<file path="src/rtl/aes_result_display.sv">
// Steps a captured 128-bit AES result across three seven-segment digits: byte index, high nibble, low nibble.
// Build option AES_DISP_WRAP_EN: loop the 16 bytes forever instead of holding the last one in DONE.
module aes_result_display #(
  parameter int unsigned DWELL_CYCLES = 50_000_000
) (
  input  logic         clk,
  input  logic         reset,
  input  logic [127:0] result,
  input  logic         result_valid,
  output logic [20:0]  sevenSeg,
  output logic         busy,
  output logic         done
);

  localparam int unsigned DW = (DWELL_CYCLES > 1) ? $clog2(DWELL_CYCLES) : 1;
  localparam logic [6:0]  SEG_DASH = 7'b0111111;

  typedef enum logic [1:0] {
    IDLE = 2'd0,
    SHOW = 2'd1,
    DONE = 2'd2
  } state_e;

  state_e         state_q, state_d;
  logic           valid_q;
  logic [3:0]     idx_q, idx_d;
  logic [DW-1:0]  dwell_q, dwell_d;
  logic [127:0]   data_q, data_d;
  logic           rise;
  logic [7:0]     cur_byte;

  assign rise = result_valid & ~valid_q;

  // Active-low hex glyphs, segment order {g,f,e,d,c,b,a}
  function automatic logic [6:0] hex7(input logic [3:0] n);
    case (n)
      4'h0:    return 7'b1000000;
      4'h1:    return 7'b1111001;
      4'h2:    return 7'b0100100;
      4'h3:    return 7'b0110000;
      4'h4:    return 7'b0011001;
      4'h5:    return 7'b0010010;
      4'h6:    return 7'b0000010;
      4'h7:    return 7'b1111000;
      4'h8:    return 7'b0000000;
      4'h9:    return 7'b0010000;
      4'hA:    return 7'b0001000;
      4'hB:    return 7'b0000011;
      4'hC:    return 7'b1000110;
      4'hD:    return 7'b0100001;
      4'hE:    return 7'b0000110;
      default: return 7'b0001110;
    endcase
  endfunction

  always_ff @(posedge clk or negedge reset) begin
    if (!reset) begin
      state_q <= IDLE;
      valid_q <= 1'b0;
      idx_q   <= 4'd0;
      dwell_q <= '0;
      data_q  <= '0;
    end else begin
      state_q <= state_d;
      valid_q <= result_valid;
      idx_q   <= idx_d;
      dwell_q <= dwell_d;
      data_q  <= data_d;
    end
  end

  // A capture outranks a dwell expiry on the same edge
  always_comb begin
    state_d = state_q;
    idx_d   = idx_q;
    dwell_d = dwell_q;
    data_d  = data_q;
    if (rise) begin
      data_d  = result;
      idx_d   = 4'd0;
      dwell_d = '0;
      state_d = SHOW;
    end else if (state_q == SHOW) begin
      if (dwell_q == DW'(DWELL_CYCLES - 1)) begin
        dwell_d = '0;
        if (idx_q == 4'd15) begin
`ifdef AES_DISP_WRAP_EN
          idx_d   = 4'd0;
`else
          state_d = DONE;
`endif
        end else begin
          idx_d = idx_q + 4'd1;
        end
      end else begin
        dwell_d = dwell_q + DW'(1);
      end
    end
  end

  // Byte k lives at bits 127-8k down; that MSB index is {~k, 3'b111}
  assign cur_byte = data_q[{~idx_q, 3'b111} -: 8];

  assign sevenSeg = (state_q == IDLE) ? {SEG_DASH, SEG_DASH, SEG_DASH}
                                      : {hex7(idx_q), hex7(cur_byte[7:4]), hex7(cur_byte[3:0])};
  assign busy     = (state_q == SHOW);
`ifdef AES_DISP_WRAP_EN
  assign done     = 1'b0;
`else
  assign done     = (state_q == DONE);
`endif

endmodule

</file>
<file path="config.mk">
export PLATFORM = sky130hd
export DESIGN_NAME = aes_result_display
export DESIGN_NICKNAME = d
export VERILOG_FILES = /design/src/rtl/aes_result_display.sv
export SDC_FILE = /design/constraint.sdc
export NUM_CORES = 1
export LEC_CHECK = 0
export ABC_AREA = 1
export BUFFER_PORTS_ARGS = -buffer_cell sky130_fd_sc_hd__buf_2
export CAP_MARGIN = 10
export CORE_MARGIN = 5
export CORE_UTILIZATION = 52
export CTS_BUF_LIST = sky130_fd_sc_hd__clkbuf_16
export CTS_CLUSTER_DIAMETER = 40
export DETAILED_ROUTE_END_ITERATION = 12
export PLACE_DENSITY = 0.78
export SYNTH_ARGS = -nofsm -noshare
export SYNTH_HDL_FRONTEND = slang
export SYNTH_SLANG_ARGS = --single-unit
export TNS_END_PERCENT = 50
</file>
<file path="constraint.sdc">
create_clock -name clk -period 1.86 [get_ports clk]
set_clock_uncertainty 0.1 [all_clocks]
set_input_delay 0.093 -clock clk [delete_from_list [all_inputs] [get_ports clk]]
set_output_delay 0.093 -clock clk [all_outputs]
set_load 0.05 [all_outputs]
</file>
==> flow_metrics.tcl <==
set metrics [dict create \
    power_density_nw_per_um2 1300 \
    first_pass_iters 6 \
    grt.overflow.total 0 \
    post_synthesis_sequential_area_ratio_pct 44.3 \
    num_ports 154 \
    worst-endpoint-arrival_ns 2.69 \
    layout_setup_ws_ns -1.03 \
    place.port_buffers 153 \
    critical_path_buf_inv_count 4 \
    cts_tree "yes" \
    grt_start_max_net_pins 96 \
    mappedNetlistArea_um2 9100 \
    finalHoldViolations 0 \
    maxCapViolCount 0 \
    report.final.setup_viol 23 \
    grt_pass1_wl_mm 51.5 \
    drt_wl_total_mm 33.1 \
    dieArea_um2 20200 \
    ys_seq_elements 161 \
    violations "negative setup slack" \
    critical_path.reg2reg.startpoint "idx_q[0]" \
    yosys.cell_types.count 40 \
    layout_common_cells "sky130_fd_sc_hd__nand2_1 (578), sky130_fd_sc_hd__dfrtp_1 (160), sky130_fd_sc_hd__dlygate4sd3_1 (131), sky130_fd_sc_hd__buf_2 (131), sky130_fd_sc_hd__buf_4 (89)" \
    timing.critical_path.cells "clkinv_4, buf_12, o21ai_2, nand2_1, nand2_1, nand2_2, inv_2, nand2_4, ha_4, nand2_2, nor2_1, nor2_1, nand2_2, buf_8" \
    dp.final_hpwl_mm 19.0 \
    critical_path_rt_ns 1.67 \
    post_route_cells_drive_above_1_share_pct 26.1 \
    cts.sinks 161 \
    floorplan.initialDensity_pct 52.8 \
    static-leakage-power_nw 6.96 \
    worst_path_dominant_cell_family "simple AND/OR/NAND/NOR gates" \
    timing.critical_path.mode_cell "sky130_fd_sc_hd__nand2_2" \
    std_cell_rows 48 \
    synth.net_count 1448 \
    max-vdd-ir-drop_uv 1800 \
    finalPower_w 0.0175 \
    detail_route.vias_per_cell 5.43 \
    netlist.top_cell.by_area "sky130_fd_sc_hd__dfrtp_1" \
    post-route-min-period_ns 2.89 \
    synth_top_cell_area_share_pct 44.3 \
    final_net_count 1799 \
    post_synth.cell_area_avg_um2 7.02 \
    antenna_violating_nets_post_route 0 \
    cp_num_cells 14 \
    synthesis.yosys.warnings 0 \
    finalMaxSlewViolations 0 \
    reg2reg_setup_slack_ns -0.02 \
    critPathMaxFanout 12 \
    timing.critical_path.from "idx_q[0]" \
    normalized_max_slew_margin_pct 41.2 \
    clk_path_buf_depth 2 \
    floorplan_core_area_um2 17200 \
    worstReg2RegEnd "idx_q[0]" \
    number_of_global_route_vias_before_repair 10300 \
    crit_path_start_kind "flip-flop" \
    hold_path_class "primary input to async pin" \
    mostFrequentLayoutCell "sky130_fd_sc_hd__nand2_1" \
    routed_length_per_instance_um 17.5 \
    htreeDepth 4 \
    max_freq_mhz 347 \
    clock_transition_time_at_the_flip_flop_clock_pins_of_the_worst_setup_and_hold_paths_ns 0.07 \
    drt_first_iter_violations 1113 \
    post_synth_inst_count 1296 \
    tritoncts.num_buffers 17 \
    place_worst_setup_slack_ns -0.546 \
    layout-area-overhead-vs-synth_pct 47.8 \
    rsz_0062_raised_after_global_routing "true" \
    floorplan.die.height_um 142 \
    largest_incremental_delay_on_the_critical_path_ns 0.50 \
    reg2reg_depth 10 \
    globalplace.congestion 0.934 \
    track_usage_pct 32.1 \
    cts_root_buf "sky130_fd_sc_hd__clkbuf_16" \
    placed_cell_area_um2 10800 \
    layout.core_utilization_pct 78.0 \
    setup.worst_path.end_class "primary output" \
    vias 10200 \
    clkLatencyLatePin_ns 0.44 \
    final.period_utilization_pct 155 \
    crit_end "sevenSeg[12]" \
    tightestPinTransition_ns 0.880 \
    crit_slowest_cell "sky130_fd_sc_hd__dfrtp_2" \
    setup.worst_path.class "flip-flop to primary output" \
    post-route-cell-area_um2 13500 \
    antenna_violations_before_repair 1 \
    status "complete, but fails checks" \
    post_synth_main_area_contributors "sky130_fd_sc_hd__dfrtp_1 (44%), sky130_fd_sc_hd__nand2_1 (25%), sky130_fd_sc_hd__nand3_1 (4.5%)" \
    post-route-drc-count 0 \
    dieWidth_um 142 \
]
==> where the power goes <==
group          switching, W  internal [W]
Clock               0.00161       0.00175
Sequential         0.000298       0.00392
Combinational       0.00598       0.00396
==> cells by family (layout without fill, tap and decap cells) <==
logic type	count (synthesis)	after routing	synth area share (%)
AO/OA/AOI/OAI	112	112	6.63
XOR/XNOR	11	11	1.06
adder cells (fa/ha/maj)	21	21	2.89
buffers and inverters	163	526	8.18
flip-flops	161	161	44.3
other	0	1	0
AND/OR/NAND/NOR	828	829	37.0
==> worst min-delay path, delay by kind of cell <==
family | cells | cell delay (ns)
buffers and inverters | 3 | 0.96
==> flip-flops by register name (all words and copies together), names as in the netlist <==
signal / count
data_q: 128
dwell_q: 26
idx_q: 4
state_q: 2
valid_q: 1
==> worst min path at each step <==
stage / start / endpoint / slack, ns / depth (start not counted)
after floorplan: reset / data_q[0] / -0.30 / 0
after global placement: reset / dwell_q[22] / -0.14 / 1
after detailed placement: reset / dwell_q[22] / -0.14 / 1
after CTS: reset / data_q[22] / 0.15 / 3
after global routing: reset / data_q[34] / 0.17 / 3
final: reset / data_q[38] / 0.14 / 3
==> routing by layer <==
layer	share of wire, %	vias to the layer above	track usage [%]
met5	0	-	0
met4	5.4	0	15.7
met3	9.2	177	9.54
met2	48	633	52.3
met1	38	4716	39.0
li1	-	4718	-
==> stage by stage <==
step	hold slack, ns	setup TNS, ns	instances
global placement	-0.136	-5.76	1708
CTS	0.149	-14.24	1877
floorplan	-0.303	-4.22	1296
finish	0.143	-17.02	1886
global route	0.166	-19.07	1886
detailed placement	-0.136	-6.49	1708
==> synth_stat cells, drive strengths merged <==
| master | instances |
|---|---|
| o2bb2ai | 1 |
| nand3 | 82 |
| buf | 44 |
| nor4 | 1 |
| clkbuf | 15 |
| o21ai | 83 |
| nor3 | 12 |
| or2 | 3 |
| and3 | 1 |
| inv | 104 |
| nand2 | 620 |
| o21a | 1 |
| nor2 | 100 |
| o211ai | 5 |
| o211a | 1 |
| nor3b | 1 |
| nand4 | 8 |
| xor2 | 10 |
| xnor2 | 1 |
| a21oi | 15 |
| o22ai | 3 |
| a31oi | 3 |
| ha | 21 |
| dfrtp | 161 |
==> layout make-up <==
cell class	instances	area [µm²]
Clock buffer	17	425
Clock inverter	15	123
Tap cell	225	282
Multi-Input combinational cell	973	4910
Fill cell	1081	3780
Inverter	104	405
Timing Repair Buffer	390	3280
Antenna cell	1	2.50
Sequential cell	161	4030
==> timing repair <==
item | 4_1_cts | 5_1_grt
hold buffers | 131 | 0
pin swaps | 27 | 35
setup buffers | 4 | 6
endpoints found under the hold margin | 290 | 0
setup endpoints to repair | 33 | 40
gates cloned | 2 | 2
gates resized for setup | 104 | 58
(Power assumes the default switching activity.)
